--- config.mk ---
export PLATFORM = sky130hd
export DESIGN_NAME = multicycle_control
export DESIGN_NICKNAME = d
export VERILOG_FILES = /design/src/rtl/riscv_ctrl_pkg.sv /design/src/rtl/multicycle_control.sv
export SDC_FILE = /design/constraint.sdc
export NUM_CORES = 1
export LEC_CHECK = 0
export ABC_AREA = 0
export BUFFER_PORTS_ARGS = -buffer_cell sky130_fd_sc_hd__buf_2
export CAP_MARGIN = 20
export CORE_AREA = 3 3 71 73
export CTS_CLUSTER_DIAMETER = 80
export DETAILED_ROUTE_END_ITERATION = 8
export DIE_AREA = 0 0 74 76
export PLACE_DENSITY = 0.84
export RECOVER_POWER = 100
export SLEW_MARGIN = 20
export SYNTH_ARGS = -nofsm -noshare
export SYNTH_HDL_FRONTEND = slang
export SYNTH_SLANG_ARGS = --single-unit
--- constraint.sdc ---
create_clock -name clk -period 1.9 [get_ports clk]
set_input_delay 0.285 -clock clk [delete_from_list [all_inputs] [get_ports clk]]
set_output_delay 0.285 -clock clk [all_outputs]
set_load 0.01 [all_outputs]
--- src/rtl/riscv_ctrl_pkg.sv ---
// Shared types and encodings for the multi-cycle RISC-V control path:
// FSM states, the opcodes of the supported subset, and datapath mux selects.
package riscv_ctrl_pkg;

  typedef enum logic [3:0] {
    S_IDLE     = 4'd0,
    S_FETCH    = 4'd1,
    S_DECODE   = 4'd2,
    S_MEMADR   = 4'd3,
    S_MEMREAD  = 4'd4,
    S_MEMWB    = 4'd5,
    S_MEMWRITE = 4'd6,
    S_EXECR    = 4'd7,
    S_EXECI    = 4'd8,
    S_ALUWB    = 4'd9,
    S_BRANCH   = 4'd10,
    S_TRAP     = 4'd11
  } state_e;

  localparam logic [6:0] OP_R      = 7'b0110011;
  localparam logic [6:0] OP_I      = 7'b0010011;
  localparam logic [6:0] OP_LOAD   = 7'b0000011;
  localparam logic [6:0] OP_STORE  = 7'b0100011;
  localparam logic [6:0] OP_BRANCH = 7'b1100011;

  localparam logic [1:0] SRCA_PC    = 2'b00;
  localparam logic [1:0] SRCA_OLDPC = 2'b01;
  localparam logic [1:0] SRCA_REG   = 2'b10;

  localparam logic [1:0] SRCB_REG   = 2'b00;
  localparam logic [1:0] SRCB_IMM   = 2'b01;
  localparam logic [1:0] SRCB_FOUR  = 2'b10;

  localparam logic [1:0] ALUOP_ADD   = 2'b00;
  localparam logic [1:0] ALUOP_SUB   = 2'b01;
  localparam logic [1:0] ALUOP_FUNCT = 2'b10;

  localparam logic [1:0] RES_ALUOUT = 2'b00;
  localparam logic [1:0] RES_MEM    = 2'b01;
  localparam logic [1:0] RES_ALU    = 2'b10;

  // Only beq (000) and bne (001) are implemented.
  function automatic logic branch_supported(input logic [2:0] f3);
    return (f3[2:1] == 2'b00);
  endfunction

endpackage

--- src/rtl/multicycle_control.sv ---
// Main control FSM of the multi-cycle RISC-V datapath: sequences each
// instruction, handles the memory req/ready handshake and counts retirements.
module multicycle_control
  import riscv_ctrl_pkg::*;
#(
  parameter int COUNT_W = 32
) (
  input  logic               clk,
  input  logic               rst_n,
  input  logic [6:0]         opcode,
  input  logic [2:0]         funct3,
  input  logic               alu_zero,
  input  logic               mem_ready,
  output logic               mem_req,
  output logic               mem_write,
  output logic               adr_src,
  output logic               ir_write,
  output logic               pc_write,
  output logic               reg_write,
  output logic [1:0]         alu_src_a,
  output logic [1:0]         alu_src_b,
  output logic [1:0]         alu_op,
  output logic [1:0]         result_src,
  output logic               illegal_instr,
  output logic [COUNT_W-1:0] instr_retired
);

  state_e             state_q, state_d;
  logic [COUNT_W-1:0] count_q, count_d;
  logic               retire;

  always_ff @(posedge clk or negedge rst_n) begin
    if (!rst_n) begin
      state_q <= S_IDLE;
      count_q <= '0;
    end else begin
      state_q <= state_d;
      count_q <= count_d;
    end
  end

  always_comb begin
    state_d = state_q;
    case (state_q)
      S_IDLE:   state_d = S_FETCH;
      S_FETCH:  if (mem_ready) state_d = S_DECODE;
      S_DECODE: begin
        case (opcode)
          OP_LOAD, OP_STORE: state_d = S_MEMADR;
          OP_R:              state_d = S_EXECR;
          OP_I:              state_d = S_EXECI;
          OP_BRANCH:         state_d = branch_supported(funct3) ? S_BRANCH : S_TRAP;
          default:           state_d = S_TRAP;
        endcase
      end
      S_MEMADR:   state_d = opcode[5] ? S_MEMWRITE : S_MEMREAD;
      S_MEMREAD:  if (mem_ready) state_d = S_MEMWB;
      S_MEMWB:    state_d = S_FETCH;
      S_MEMWRITE: if (mem_ready) state_d = S_FETCH;
      S_EXECR:    state_d = S_ALUWB;
      S_EXECI:    state_d = S_ALUWB;
      S_ALUWB:    state_d = S_FETCH;
      S_BRANCH:   state_d = S_FETCH;
      S_TRAP:     state_d = S_FETCH;
      default:    state_d = S_IDLE;
    endcase
  end

  always_comb begin
    mem_req       = 1'b0;
    mem_write     = 1'b0;
    adr_src       = 1'b0;
    ir_write      = 1'b0;
    pc_write      = 1'b0;
    reg_write     = 1'b0;
    alu_src_a     = SRCA_PC;
    alu_src_b     = SRCB_REG;
    alu_op        = ALUOP_ADD;
    result_src    = RES_ALUOUT;
    illegal_instr = 1'b0;
    case (state_q)
      S_FETCH: begin
        mem_req = 1'b1;
        // PC+4 goes straight from the ALU to the PC in the completing cycle.
        if (mem_ready) begin
          ir_write   = 1'b1;
          pc_write   = 1'b1;
          alu_src_a  = SRCA_PC;
          alu_src_b  = SRCB_FOUR;
          alu_op     = ALUOP_ADD;
          result_src = RES_ALU;
        end
      end
      S_DECODE: begin
        alu_src_a = SRCA_OLDPC;
        alu_src_b = SRCB_IMM;
        alu_op    = ALUOP_ADD;
      end
      S_MEMADR: begin
        alu_src_a = SRCA_REG;
        alu_src_b = SRCB_IMM;
        alu_op    = ALUOP_ADD;
      end
      S_MEMREAD: begin
        mem_req = 1'b1;
        adr_src = 1'b1;
      end
      S_MEMWB: begin
        result_src = RES_MEM;
        reg_write  = 1'b1;
      end
      S_MEMWRITE: begin
        mem_req   = 1'b1;
        mem_write = 1'b1;
        adr_src   = 1'b1;
      end
      S_EXECR: begin
        alu_src_a = SRCA_REG;
        alu_src_b = SRCB_REG;
        alu_op    = ALUOP_FUNCT;
      end
      S_EXECI: begin
        alu_src_a = SRCA_REG;
        alu_src_b = SRCB_IMM;
        alu_op    = ALUOP_FUNCT;
      end
      S_ALUWB: begin
        result_src = RES_ALUOUT;
        reg_write  = 1'b1;
      end
      S_BRANCH: begin
        alu_src_a  = SRCA_REG;
        alu_src_b  = SRCB_REG;
        alu_op     = ALUOP_SUB;
        result_src = RES_ALUOUT;
        // funct3[0] distinguishes bne from beq, inverting the taken sense.
        pc_write   = alu_zero ^ funct3[0];
      end
      S_TRAP:  illegal_instr = 1'b1;
      default: ;
    endcase
  end

  always_comb begin
    retire = 1'b0;
    case (state_q)
      S_MEMWB, S_ALUWB, S_BRANCH: retire = 1'b1;
      S_MEMWRITE:                 retire = mem_ready;
      default:                    retire = 1'b0;
    endcase
    count_d = retire ? count_q + COUNT_W'(1) : count_q;
  end

  assign instr_retired = count_q;

endmodule
### Word level (Yosys, flattened, before mapping)

Cells that the tools add are included.
Widths: inputs -> output; s select.

| storage, ports and cells | value |
|---|---|
| logic and storage cells | 56 |
| output and inout bits | 47 |
| flip-flop bits (word level) | 36 |
| bits of input ports | 14 |

| cells by class | value |
|---|---|
| reduce and logical (&&, ||, !) cells | 12 |
| $add $sub $neg | 1 |
| eq/ne operators | 19 |
| muxes and demuxes | 21 |
| bitwise logic cells | 1 |

Operators by type and width:

| cell | count |
|---|---|
| $add 32x1->32 const B | 1 |
| $pmux 4 s7 | 1 |
| $eq 4x3->1 const B | 4 |
| $eq 4x4->1 const B | 4 |
| $pmux 2 s2 | 4 |
| $pmux 4 s4 | 1 |
| $eq 7x6->1 const B | 2 |
| $mux 4 | 3 |
| $reduce_or 3->1 | 3 |
| $eq 4x2->1 const B | 2 |
| $mux 1 | 8 |
| $reduce_or 2->1 | 4 |
| $eq 7x2->1 const B | 1 |
| $eq 7x5->1 const B | 1 |
| $eq 7x7->1 const B | 1 |
| $ne 2x2->1 const B | 3 |
| $reduce_or 5->1 | 1 |
| $eq 4x1->1 const B | 1 |
| $logic_not 4->1 | 1 |
| $mux 2 | 2 |
| $pmux 1 s2 | 2 |
| $reduce_or 4->1 | 1 |
| $reduce_and 3->1 | 1 |
| $logic_not 2->1 | 1 |
| $xor 1x1->1 | 1 |

### Longest topological paths before layout

| logic depth | value |
|---|---|
| word-level depth | 4 |
| depth in mapped cells | 7 |
| depth with buffers taken out | 6 |

### Least setup slack after synthesis

Ideal clock, no wire load.

| timing path | value |
|---|---|
| path type | reg-to-reg |
| from | reg state_q[3] |
| to | reg count_q[22], in the netlist instr_retired[22] |
| data arrival time | 1.680 ns |
| library setup time | 0.126 ns |
| path buffers | 2 |
| required time | 1.774 ns |
| slack | 0.094 ns |
| cell stages (with the launch flop) | 8 |
| cells stage by stage | dfrtp_1 > buf_6 > nand3b_1 > a21o_4 > a2111oi_4 > buf_6 > nand4_1 > xnor2_1 |

| between the ends | value |
|---|---|
| word-level cells in the longest chain between the ends | 3 |

Ends and longest elaborated chain:

| what | line | RTL |
|---|---|---|
| from (decl) | multicycle_control.sv:28 | `state_e state_q, state_d;` |
| from (signal assigned) | multicycle_control.sv:37 | `state_q <= state_d;` |
| $eq 4x3->1 or $eq 4x4->1 (tied branches) | multicycle_control.sv:146 | `case (state_q)` |
| $reduce_or 3->1 | multicycle_control.sv:146 |  |
| $pmux 1 s2 (*) | multicycle_control.sv:146 |  |
| to (signal assigned) | multicycle_control.sv:38 | `count_q <= count_d;` |
| to (decl) | multicycle_control.sv:29 | `logic [COUNT_W-1:0] count_q, count_d;` |

Mark *: on every way between the ends. The rest lies on a longest branch, timed or not.
A chain may end at the register's enable or synchronous reset.

### Worst setup path in the final report

| timing path | value |
|---|---|
| from | reg state_q[3] |
| to | reg count_q[24], in the netlist instr_retired[24] |

Same word-level chain as after synthesis.

==> results.yml <==
logic_synthesis:
  ys_seq_area_share_pct: 44.44
  async_flop_share_pct: 100.0
  postSynthCellCount: 204
  synthFlopType: "dfrtp_1"
  synth_largest_area_cell: "dfrtp_1"
  synth_warnings: 0
  yosys.cell_types.count: 41
  syn_nets: 219
  synth_area_per_cell_um2: 9.936
  synth-seq-cells: 36
  netlist_area_mm2: 0.002027
  yosysTopAreaCellShare_pct: 44.44
  synth.area.top_cells: "dfrtp_1, xnor2_1, nand2_1"
  synth-edff-count: 0
sta:
  rsz0062_at_grt: "true"
  finalSetupTns_ns: 0
  setup-violations-final: 0
  period_share_pct: 94.87
  maxSlewViolCount: 0
  slew_headroom_pct: 40.84
  fmax_mhz: 554.8
  min_period_ns: 1.803
  skew_ns: 0.005389
  tightest_slew_ns: 0.8874
  hold_viol_final: 0
floorplan:
  core_mm2: 0.004414
  dieArea_mm2: 0.005624
  num_rows: 24
  initial_core_util_pct: 45.92
  pin_count: 61
  die_w_um: 74
  die_h_um: 76
critical_path:
  rr_worst_depth: 6
  path_cells: "nand3b_1, a21o_4, a2111oi_4, buf_6, nand4_1, xnor2_1"
  crit_start: "state_q[3]$_DFFE_PN0P_"
  cp-end-kind: "flip-flop"
  critPathKind: "reg2reg"
  r2r-end: "instr_retired[24]$_DFFE_PN0P_"
  r2r-start: "state_q[3]$_DFFE_PN0P_"
  cp_slowest_cell: "dfrtp_2"
  slowest_delay_ns: 0.44
  r2r_slack_ns: 0.1
  crit_end: "instr_retired[24]$_DFFE_PN0P_"
  crit_buf_inv: 1
  crit_cells: 6
  critPathTopFamily: "compound AO/OA/AOI/OAI gates"
  crit_arrival_ns: 1.97
  start_kind: "flip-flop"
  crit_path_max_fanout: 11
  cp.required_ns: 2.07
power:
  peakVddDrop_mv: 0.5958
  sequentialPowerShare_pct: 36.9
  leakagePower_uw: 0.001177
  power_density_mw_per_mm2: 1051
  p_clk_share_pct: 20.7
  intPower_uw: 1682
  p_sw_share_pct: 36.61
  p_total_uw: 2654
  power.switching_uw: 971.7
  p_comb_share_pct: 42.4
clock_tree:
  clock-root-buffer: "clkbuf_8"
  cts-htree-levels: 2
  cts_buffers: 5
  clock_sinks: 36
  cts_tree: "done"
  post-cts-setup-buffer-count: 0
  clockBufferDepth: 2
  clkLatencyLatePin_ns: 0.28
  clkTransAtPathRegs_ns: 0.07
global_route:
  grt_max_degree: 37
  grt_pass1_vias: 1626
  grt_usage_pct: 17.23
  overflow: 0
  grt_pass1_wl_um: 7541
  grt_antenna_before_repair: 0
routing:
  ant_nets: 0
  vias_per_cell: 5.305
  routed_wl_um: 4625
  drt-initial-drc-count: 108
  post-route-drc-count: 0
  vias: 1740
  wl_per_cell_um: 14.10
  drt_first_pass_iters: 4
placement:
  dpl.cell_count: 320
  gp_congestion: 0.8326
  placed_area_mm2: 0.002445
  place_hpwl_um: 3537
  port_buffers: 60
worst_hold_path:
  hold_path.class: "in2async"
final_layout:
  final_cells: 328
  layout_common_cells: "buf_2, dfrtp_1, xnor2_1"
  syn_to_final_growth_pct: 24.57
  diodes: 0
  drive_above_1_share_pct: 27.17
  nNetsFinal: 290
  fin_area_mm2: 0.002525
  utilization_pct: 57.20
  final_common_cell: "buf_2"
job:
  maxCapViolCount: 0
outcome:
  status: "completed"
==> worst min-delay path by stage <==
stage / to / cells past startpoint
finish: instr_retired[11]$_DFFE_PN0P_ / 1
global route: instr_retired[11]$_DFFE_PN0P_ / 1
CTS: instr_retired[11]$_DFFE_PN0P_ / 1
detailed placement: instr_retired[7]$_DFFE_PN0P_ / 1
global placement: instr_retired[7]$_DFFE_PN0P_ / 1
floorplan: instr_retired[0]$_DFFE_PN0P_ / 0
==> logic make-up after synthesis <==
logic type	Yosys count	share of synthesized area [%]
and+or+nand+nor	93	25.43
DFF	36	44.44
xor gates and xnor gates	32	13.83
AOI/OAI and AO/OA	24	10.37
buffers and inverters	16	4.259
muxes	2	1.049
adders and majority gates	1	0.6172
==> timing repair <==
item                       4_1_cts  5_1_grt
gates resized for setup          0        5
setup endpoints to repair        0        9
hold buffers                     0        0
==> worst reg2reg max path, delay by kind of cell (launching register included) <==
family / cells / cell delay (ns)
AO/OA/AOI/OAI: 2 / 0.60
AND/OR/NAND/NOR: 2 / 0.30
flip-flops: 1 / 0.44
XOR/XNOR: 1 / 0.15
buffers and inverters: 1 / 0.19
==> cell usage after synthesis, types with 4 or more instances <==
library cell   n
and2_1         4
xnor2_1       26
clkbuf_1       4
nor2_1        11
nand2b_1       5
nand3_1       10
nand4_1       12
buf_2          6
and3_1        12
nand2_1       21
dfrtp_1       36
a21oi_1        5
and4_1         5
xor2_1         6
==> routing by layer <==
| metal | vias up | track usage, % | part of all wire, % |
|---|---|---|---|
| met5 | - | 0 | 0 |
| met4 | 0 | 6.884 | 2.3 |
| met3 | 10 | 4.090 | 5.0 |
| met2 | 49 | 26.86 | 49 |
| met1 | 828 | 22.72 | 44 |
| li1 | 853 | - | - |
==> flip-flops by register name, indices dropped and copies added (netlist names) <==
| name | count |
|---|---|
| instr_retired | 32 |
| state_q | 4 |
==> metrics by stage <==
stage / hold slack, ns / setup slack (ns)
3_5_place_dp: 0.4217 / 0.05904
3_3_place_gp: 0.4127 / 0.09863
2_1_floorplan: -0.01059 / 0.09413
6_report: 0.1122 / 0.09744
4_1_cts: 0.1085 / 0.03513
5_1_grt: 0.1810 / -0.005929
==> power by group through the flow <==
stage,clock [uW],combinational [uW],sequential (uW)
2_1_floorplan,0,702,1000
3_3_place_gp,0,1110,980
3_5_place_dp,0,1140,988
4_1_cts,572,1140,974
5_1_grt,601,1240,1000
6_report,549,1130,979
==> final cells by class <==
class,count,area [um2]
repair buffers,77,409.1
clock buffers,8,90.09
fillers,389,1889
multi-input cells,152,1047
inverters,3,11.26
well taps,52,65.06
flip-flops and latches,36,902.1
(Power assumes the default switching activity.)
